**src/rtl/prog_loader_pkg.sv**
```systemverilog
// Shared types and constants for the framed program loader.
// No logic here; latency and backpressure are described by the modules that use it.
package prog_loader_pkg;

  typedef enum logic [2:0] {
    IDLE,
    LEN,
    DATA,
    CSUM,
    DONE,
    ERR
  } loader_state_t;

  localparam logic [1:0] ERR_NONE    = 2'd0;
  localparam logic [1:0] ERR_LEN     = 2'd1;
  localparam logic [1:0] ERR_CSUM    = 2'd2;
  localparam logic [1:0] ERR_TIMEOUT = 2'd3;

  localparam logic [7:0] DEFAULT_SYNC_BYTE = 8'hA5;

endpackage

```
**src/rtl/prog_loader_if.sv**
```systemverilog
// Host byte stream in, program memory write port out.
// Latency and backpressure are set by the loader; the master side is the host/bench.
interface prog_loader_if #(
  parameter int DATA_SIZE = 6,
  parameter int ADDR_SIZE = 5
);

  logic [7:0]           in_data;
  logic                 in_valid;
  logic                 in_ready;
  logic                 W;
  logic [ADDR_SIZE-1:0] ADDR;
  logic [DATA_SIZE-1:0] DATA_WR;

  modport master (
    output in_data, in_valid,
    input  in_ready, W, ADDR, DATA_WR
  );

  modport slave (
    input  in_data, in_valid,
    output in_ready, W, ADDR, DATA_WR
  );

endinterface

```
**src/rtl/prog_loader_byte_timer.sv**
```systemverilog
// Idle counter between accepted bytes; expired fires on the edge the count would reach TIMEOUT.
// Zero latency on expired (combinational from the count); no backpressure.
module byte_timer #(
  parameter int TIMEOUT = 1023
) (
  input  logic clk,
  input  logic rstn,
  input  logic clr,
  input  logic en,
  output logic expired
);

  localparam int            CW   = (TIMEOUT < 2) ? 1 : $clog2(TIMEOUT);
  localparam logic [CW-1:0] LAST = CW'(TIMEOUT - 1);

  logic [CW-1:0] cnt_q, cnt_d;

  always_comb begin
    cnt_d = cnt_q;
    if (clr) begin
      cnt_d = '0;
    end else if (en) begin
      cnt_d = cnt_q + CW'(1);
    end
  end

  // An accepted byte on the same edge always wins over expiry.
  assign expired = en && !clr && (cnt_q == LAST);

  always_ff @(posedge clk or negedge rstn) begin
    if (!rstn) begin
      cnt_q <= '0;
    end else begin
      cnt_q <= cnt_d;
    end
  end

endmodule

```
**src/rtl/prog_loader.sv**
```systemverilog
// Framed image loader (sync, len, payload, checksum) writing program memory and gating core reset.
// Write strobe one cycle after each payload byte; in_ready is always 1, the loader never stalls.
module prog_loader
  import prog_loader_pkg::*;
#(
  parameter int         DATA_SIZE = 6,
  parameter int         ADDR_SIZE = 5,
  parameter logic [7:0] SYNC_BYTE = DEFAULT_SYNC_BYTE,
  parameter int         TIMEOUT   = 1023,
  parameter bit         BOOT_HOLD = 1'b1
) (
  input  logic                clk,
  input  logic                rstn,
  prog_loader_if.slave        bus,
  output logic                core_rstn,
  output logic                busy,
  output logic                done,
  output logic [1:0]          err_code
);

  loader_state_t        state_q, state_d;
  logic [7:0]           len_q, len_d;
  logic [7:0]           sum_q, sum_d;
  logic [ADDR_SIZE-1:0] idx_q, idx_d;
  logic                 w_q, w_d;
  logic [ADDR_SIZE-1:0] addr_q, addr_d;
  logic [DATA_SIZE-1:0] data_q, data_d;
  logic                 core_rstn_q, core_rstn_d;
  logic                 busy_q, busy_d;
  logic                 done_q, done_d;
  logic [1:0]           err_q, err_d;

  logic accept;
  logic in_frame;
  logic expired;

  assign accept   = bus.in_valid;
  assign in_frame = (state_q == LEN) || (state_q == DATA) || (state_q == CSUM);

  byte_timer #(
    .TIMEOUT (TIMEOUT)
  ) u_timer (
    .clk     (clk),
    .rstn    (rstn),
    .clr     (accept || !in_frame),
    .en      (in_frame),
    .expired (expired)
  );

  always_comb begin
    state_d     = state_q;
    len_d       = len_q;
    sum_d       = sum_q;
    idx_d       = idx_q;
    w_d         = 1'b0;
    addr_d      = addr_q;
    data_d      = data_q;
    core_rstn_d = core_rstn_q;
    busy_d      = busy_q;
    done_d      = done_q;
    err_d       = err_q;

    case (state_q)
      IDLE, DONE, ERR: begin
        if (accept && bus.in_data == SYNC_BYTE) begin
          state_d     = LEN;
          core_rstn_d = 1'b0;
          done_d      = 1'b0;
          err_d       = ERR_NONE;
          busy_d      = 1'b1;
        end
      end
      LEN: begin
        if (accept) begin
          if (bus.in_data == 8'd0 || int'(bus.in_data) > (1 << ADDR_SIZE)) begin
            state_d = ERR;
            err_d   = ERR_LEN;
            busy_d  = 1'b0;
          end else begin
            len_d   = bus.in_data;
            sum_d   = bus.in_data;
            idx_d   = '0;
            state_d = DATA;
          end
        end
      end
      DATA: begin
        if (accept) begin
          // Only the low bits reach memory, but the full byte is checksummed.
          w_d    = 1'b1;
          addr_d = idx_q;
          data_d = bus.in_data[DATA_SIZE-1:0];
          sum_d  = sum_q + bus.in_data;
          idx_d  = idx_q + ADDR_SIZE'(1);
          if (int'(idx_q) + 1 == int'(len_q)) begin
            state_d = CSUM;
          end
        end
      end
      CSUM: begin
        if (accept) begin
          busy_d = 1'b0;
          if (bus.in_data == sum_q) begin
            state_d     = DONE;
            core_rstn_d = 1'b1;
            done_d      = 1'b1;
          end else begin
            state_d = ERR;
            err_d   = ERR_CSUM;
          end
        end
      end
      default: state_d = IDLE;
    endcase

    if (in_frame && expired) begin
      state_d = ERR;
      err_d   = ERR_TIMEOUT;
      busy_d  = 1'b0;
    end
  end

  always_ff @(posedge clk or negedge rstn) begin
    if (!rstn) begin
      state_q     <= IDLE;
      len_q       <= '0;
      sum_q       <= '0;
      idx_q       <= '0;
      w_q         <= 1'b0;
      addr_q      <= '0;
      data_q      <= '0;
      core_rstn_q <= !BOOT_HOLD;
      busy_q      <= 1'b0;
      done_q      <= 1'b0;
      err_q       <= ERR_NONE;
    end else begin
      state_q     <= state_d;
      len_q       <= len_d;
      sum_q       <= sum_d;
      idx_q       <= idx_d;
      w_q         <= w_d;
      addr_q      <= addr_d;
      data_q      <= data_d;
      core_rstn_q <= core_rstn_d;
      busy_q      <= busy_d;
      done_q      <= done_d;
      err_q       <= err_d;
    end
  end

  assign bus.in_ready = 1'b1;
  assign bus.W        = w_q;
  assign bus.ADDR     = addr_q;
  assign bus.DATA_WR  = data_q;
  assign core_rstn    = core_rstn_q;
  assign busy         = busy_q;
  assign done         = done_q;
  assign err_code     = err_q;

endmodule

```
**src/flat_wrapper.sv**
```systemverilog
// flat-port wrapper written by rule: the top's interface ports become plain ports
module prog_loader_flat import prog_loader_pkg::*;
#(
  parameter int         DATA_SIZE = 6,
  parameter int         ADDR_SIZE = 5,
  parameter logic [7:0] SYNC_BYTE = DEFAULT_SYNC_BYTE,
  parameter int         TIMEOUT   = 1023,
  parameter bit         BOOT_HOLD = 1'b1
)
  (clk, rstn, core_rstn, busy, done, err_code, bus_in_data, bus_in_valid, bus_in_ready, bus_W, bus_ADDR, bus_DATA_WR);
  prog_loader_if #(.DATA_SIZE(DATA_SIZE), .ADDR_SIZE(ADDR_SIZE)) bus_i ();
  input  logic clk;
  input  logic rstn;
  output logic core_rstn;
  output logic busy;
  output logic done;
  output logic [1:0] err_code;
  input wire logic [$bits(bus_i.in_data)-1:0] bus_in_data;
  input wire logic [$bits(bus_i.in_valid)-1:0] bus_in_valid;
  output wire logic [$bits(bus_i.in_ready)-1:0] bus_in_ready;
  output wire logic [$bits(bus_i.W)-1:0] bus_W;
  output wire logic [$bits(bus_i.ADDR)-1:0] bus_ADDR;
  output wire logic [$bits(bus_i.DATA_WR)-1:0] bus_DATA_WR;
  assign bus_i.in_data = bus_in_data;
  assign bus_i.in_valid = bus_in_valid;
  assign bus_in_ready = bus_i.in_ready;
  assign bus_W = bus_i.W;
  assign bus_ADDR = bus_i.ADDR;
  assign bus_DATA_WR = bus_i.DATA_WR;
  prog_loader #(.DATA_SIZE(DATA_SIZE), .ADDR_SIZE(ADDR_SIZE), .SYNC_BYTE(SYNC_BYTE), .TIMEOUT(TIMEOUT), .BOOT_HOLD(BOOT_HOLD)) u_core (.clk(clk), .rstn(rstn), .bus(bus_i), .core_rstn(core_rstn), .busy(busy), .done(done), .err_code(err_code));
endmodule
```
**config.mk**
```make
export PLATFORM = sky130hd
export DESIGN_NAME = prog_loader_flat
export DESIGN_NICKNAME = d
export VERILOG_FILES = /design/src/rtl/prog_loader_pkg.sv /design/src/rtl/prog_loader_if.sv /design/src/rtl/prog_loader_byte_timer.sv /design/src/rtl/prog_loader.sv /design/src/flat_wrapper.sv
export SDC_FILE = /design/constraint.sdc
export NUM_CORES = 1
export LEC_CHECK = 0
export CAP_MARGIN = 40
export CELL_PAD_IN_SITES_DETAIL_PLACEMENT = 1
export CELL_PAD_IN_SITES_GLOBAL_PLACEMENT = 1
export CORE_UTILIZATION = 38
export CTS_CLUSTER_DIAMETER = 80
export DETAILED_ROUTE_END_ITERATION = 16
export PLACE_DENSITY_LB_ADDON = 0.12
export SYNTH_ARGS = -nofsm -noshare
export SYNTH_HDL_FRONTEND = slang
export SYNTH_HIERARCHICAL = 1
export SYNTH_SLANG_ARGS = --single-unit
```
**constraint.sdc**
```tcl
create_clock -name clk -period 2.8 [get_ports clk]
set_input_delay 0.56 -clock clk [delete_from_list [all_inputs] [get_ports clk]]
set_output_delay 0.56 -clock clk [all_outputs]
set_load 0.05 [all_outputs]
```
== Word-level counts from Yosys, hierarchy flattened ==
Cells that the tools add are included.

* $lt $le $gt $ge: 1
* Mux-type cells: 38
* Bitwise operators: 1
* Add/sub/neg operators: 4
* Eq/ne operators: 22
* Reduce and logical (&&, ||, !) cells: 24

{| class="wikitable"
|+ Operators with widths
! cell !! number
|-
| equality test 32 x 9 -> 1 bit || 1
|-
| 2-to-1 mux 8 bit || 3
|-
| 2-to-1 mux 3 bit || 7
|-
| 2-to-1 mux 10 bit || 2
|-
| != test 3 bit, second input constant || 6
|-
| case mux 8 bit (2 select lines) || 1
|-
| 2-to-1 mux 5 bit || 3
|-
| 2-to-1 mux 2 bit || 6
|-
| case mux 3 bit (4 select lines) || 1
|-
| 2-to-1 mux 1 bit || 11
|-
| adder 10 x 1 -> 10 bit, second input constant || 1
|-
| equality test 10 bit, second input constant || 1
|-
| != test 2 bit, second input constant || 5
|-
| case mux 5 bit (2 select lines) || 1
|-
| AND reduction 5 bit || 2
|-
| adder 8 bit || 1
|-
| equality test 8 bit || 1
|-
| equality test 8 bit, second input constant || 1
|-
| > comparator 8 x 6 -> 1 bit, second input constant || 1
|-
| logical NOT 8 bit || 1
|-
| AND reduction 4 bit || 2
|-
| adder 5 x 1 -> 6 bit, second input constant || 1
|-
| equality test 3 x 2 -> 1 bit, second input constant || 2
|-
| equality test 3 bit, second input constant || 2
|-
| other kinds (18) || 27
|}

* Register bits after elaboration: 50
* Output and inout port bits: 18

== Depth between registers and ports, before layout ==
* Depth in word-level cells: 11
* Depth in mapped cells: 12

== Modules after synthesis ==
Netlist, hierarchy kept.

{| class="wikitable"
|+ By module, submodules not included
! module !! cells an instance !! times used !! seq. area each (µm²) !! area an instance (µm²)
|-
| prog_loader || 274 || 1 || 1001.0 || 2542.4
|-
| byte_timer || 53 || 1 || 250.2 || 525.5
|}

== Least setup slack after synthesis ==
Ideal clock, no wire load.

* Kind: input-to-reg
* Start point: in bus_in_valid
* End point: reg u_core.state_q[2]
* Library setup time: 0.120 ns
* Cell stages on the path: 12
* Buffers on the path: 3
* Slack: 0.260 ns
* Data arrival time: 2.420 ns
* Cells stage by stage: buf_4 -> inv_1 -> nand2_1 -> clkbuf_1 -> nand3b_1 -> nor4_1 -> clkbuf_1 -> inv_1 -> a21oi_1 -> nor3_1 -> a211o_1 -> o211a_1

* Cells in the longest elaborated chain, start to end: 7

{| class="wikitable"
|+ Ends and longest elaborated chain
! item !! RTL line !! text
|-
| start, declared || flat_wrapper.sv:19 || <nowiki>input wire logic [$bits(bus_i.in_valid)-1:0] bus_in_valid;</nowiki>
|-
| logical OR 1 bit * || prog_loader.sv:45 || <nowiki>.clr (accept || !in_frame),</nowiki>
|-
| logical NOT 1 bit * || prog_loader_byte_timer.sv:28 || <nowiki>assign expired = en && !clr && (cnt_q == LAST);</nowiki>
|-
| logical AND 1 bit * (2 in series) || prog_loader_byte_timer.sv:28 ||
|-
| via u_core.expired || prog_loader.sv:35 || <nowiki>logic expired;</nowiki>
|-
| logical AND 1 bit * || prog_loader.sv:116 || <nowiki>if (in_frame && expired) begin</nowiki>
|-
| != test 3 bit (no line) / != test 3 x 1 -> 1 bit (equally long branches) || - ||
|-
| AND reduction 5 bit (no line) || - ||
|-
| end signal, assigned || prog_loader.sv:137 || <nowiki>state_q <= state_d;</nowiki>
|-
| end, declared || prog_loader.sv:21 || <nowiki>loader_state_t state_q, state_d;</nowiki>
|}

The timed path passes the listed nets; every way through them passes the cells marked *.
A chain may end at the register's enable or synchronous reset.

== Final worst setup path ==
* Start point: in bus_in_data[3]
* End point: reg u_core.err_q[0] (netlist: u_core/err_code[0])

* Cells in the longest elaborated chain, start to end: 4

{| class="wikitable"
|+ Ends and longest elaborated chain
! item !! RTL line !! text
|-
| start, declared || flat_wrapper.sv:18 || <nowiki>input wire logic [$bits(bus_i.in_data)-1:0] bus_in_data;</nowiki>
|-
| > comparator 8 x 6 -> 1 bit (tied with other cells) || prog_loader.sv:75 || <nowiki>if (bus.in_data == 8'd0 || int'(bus.in_data) > (1 << ADDR_SIZE)) begin</nowiki>
|-
| logical OR 1 bit / logical AND 1 bit (equally long branches) || prog_loader.sv:75, prog_loader.sv:65 ||
|-
| != test 3 bit (no line) / != test 3 x 1 -> 1 bit (equally long branches) || - ||
|-
| AND reduction 6 bit (no line) * || - ||
|-
| end signal, assigned || prog_loader.sv:147 || <nowiki>err_q <= err_d;</nowiki>
|-
| end, declared || prog_loader.sv:31 || <nowiki>logic [1:0] err_q, err_d;</nowiki>
|}

Mark *: on every way between the ends. The rest lies on a longest branch, timed or not.

==> out/results.ini <==
[routing]
finalWirelength_um = 7780
first_iter_violations = 81
first_pass_iters = 4
vias_per_cell = 5.46
vias = 2600
wl_per_cell_um = 16.3
drtAntennaViolNets = 0
drcViolationCount = 0

[cts]
cts_root_buf = clkbuf_8
cts_buffer_depth = 2
clk_pin_slew_worst_paths_ns = 0.10
numCtsBuffers = 5
cts_resized = 0
clk_latency_ns = 0.31
cts_num_sinks = 50
cts_hold_buffers = 0
htree_levels = 2
postCtsSetupRepairBufs = 0
cts_tree = done

[synth]
synth_mux_area_share_pct = 5.10
synth_edf_count = 0
synth.distinct_cells = 63
synth_area_leader_cell = dfrtp_1
synth_flop_cell = dfrtp_1
synth_xor_area_share_pct = 4.00
synthTopCellsByArea = dfrtp_1 (41%), nand2_1 (6.6%), mux2_2 (4.8%), ha_1 (4.1%), o21ai_0 (2.8%)
async_flop_share_pct = 100
synth_compound_area_share_pct = 17.6
seq_area_frac_synth_pct = 40.8
synth_simple_gate_area_share_pct = 23.0
synthAdderAreaFrac_pct = 4.73
ys.warnings.count = 6
syn_avg_cell_area_sq_um = 9.38
synth_cells = 327
synth_top_family_by_area = simple AND/OR/NAND/NOR gates
synth.ff_latch_count = 50
syn-cell-area_sq_um = 3070
synth_nets = 349
synth_top_area_share_pct = 40.8

[setup_path]
path_cells = clkdlybuf4s50_1 -> ha_1 -> or4_1 -> or3_1 -> a21oi_1 -> o31ai_1 -> o311ai_0
path_max_fanout = 3
critPathKind = in2reg
required_ns = 3.00
crit_slowest_cell = or4_1
cp_data_arrival_time_ns = 2.78
cp-start-kind = input port
crit_family = simple AND/OR/NAND/NOR gates
cp-end-kind = register
cp_num_buf_inv = 1
critical_path.max_stage_delay_ns = 0.59

[floorplanning]
core_area_sq_um = 7770
dieArea_sq_um = 8440
pin_count = 29
rows = 32
initial_core_util_pct = 39.5
die_w_um = 91.9
die_h_um = 91.9

[global_route]
grt_pass1_vias = 2659
grt_max_degree = 28
grt_usage_pct = 20.1
grt-ovfl-total = 0
antenna_found_initial = 0
grt_pass1_wl_um = 13400

[timing]
clock_skew_ns = 0.00793
report.final.slew_viol_count = 0
worst_slew_pin_slew_ns = 0.595
period_minus_slack_ns = 2.57
clock.fmax_mhz = 388
rsz0062_at_grt = false
finalSetupViolCount = 0
tns_ns = 0
finalHoldViolCount = 0
finalCritPeriodShare_pct = 92.0
slew_headroom_pct = 60.3

[power]
power_per_cell_area_nw_per_um2 = 434
power_uw = 1600
ir_drop_v = 0.000215
p_leak_uw = 0.00164

[place]
gp_congestion = 0.793
io_buffer_count = 27
dpl.hpwl_um = 5790

[final_layout]
fill_cells = 924
most-common-layout-cells = nand2_1 (54), dfrtp_1 (50), buf_4 (27)
n_antenna_cell = 0
fin_util_pct = 47.6
syn2layout_area_growth_pct = 20.4
final_common_cell = nand2_1
nNetsFinal = 395
drive_gt1_share_pct = 16.6

[status]
status = completed

[run]
drv_cap = 0

[min_path]
hold_path.class = in2async

[routing by layer]
metal  global-route usage, %  wire [um]
met1                    26.6       3740
met2                    34.3       3790
met3                    2.82        176
met4                    5.60         72
met5                       0          0
[layout make-up]
cell class | count | area [sq um] | share of cell area [%]
clock inverter | 2 | 16.3 | 0.440
multi-input combinational | 246 | 1670 | 45.3
sequential | 50 | 1250 | 33.9
clock buffer | 6 | 82.6 | 2.24
tap | 102 | 128 | 3.46
inverter | 15 | 56.3 | 1.52
timing repair buffer | 55 | 488 | 13.2
[cell usage after synthesis, drive strengths merged (3+ instances only)]
master / instances
or3: 9
nor2: 17
dfrtp: 50
a21o: 3
nor2b: 5
clkbuf: 6
buf: 10
nand2b: 3
nor4: 4
o21ai: 18
nand3b: 4
nand4: 5
nor3: 11
xor2: 7
mux2: 13
and3: 4
or4: 4
nand3: 6
a211oi: 6
nand2: 54
ha: 10
a21oi: 13
xnor2: 7
inv: 15
o31ai: 9
[power breakdown]
| group | switching [uW] | internal [uW] | total [uW] |
|---|---|---|---|
| registers | 24.8 | 755 | 780 |
| clock network | 268 | 204 | 472 |
| logic | 198 | 154 | 352 |
[final timing paths]
| path | start | end | slack, ns | depth (start not counted) |
|---|---|---|---|---|
| setup / recovery | bus_in_data[3] | u_core/err_code[0] | 0.23 | 7 |
| max in group asynchronous | rstn | u_core/len_q[0] | 1.99 | 2 |
| min in group clk | u_core/bus.ADDR[2] | u_core/bus.ADDR[2] | 0.49 | 2 |
| hold / removal | rstn | u_core/err_code[1] | 0.24 | 1 |
| hold reg to reg | u_core/bus.ADDR[2] | u_core/bus.ADDR[2] | 0.49 | 2 |
| setup reg to reg | u_core/state_q[2] | u_core/state_q[2] | 0.48 | 10 |
[registers in the layout, summed over array words and instances (netlist names)]
signal and count:
u_core/u_timer/cnt_q 10, u_core/bus.W 1, u_core/sum_q 8, u_core/bus.DATA_WR 6
u_core/state_q 3, u_core/len_q 8, u_core/bus.ADDR 5, u_core/busy 1
u_core/done 1, u_core/err_code 2, u_core/idx_q 5
[through the flow]
step	cell area (sq um)	worst slack (ns)	hold WS [ns]	cells
floorplan	3070	0.260	0.264	327
global placement	3590	-0.0557	0.462	468
detailed placement	3590	-0.0884	0.468	468
CTS	3690	0.250	0.252	476
global route	3690	0.116	0.284	476
finish	3690	0.225	0.245	476
[logic make-up (layout without fill, tap and decap cells)]
logic type      count (synthesis)  count (layout)
flops                          50              50
compound gates                 74              74
other cells                     1               1
fa+ha+maj                      11              11
buf+inv                        31              78
simple gates                  132             132
xor+xnor                       14              14
mux                            14              14
Note: power is estimated with default switching activity, not from simulation.
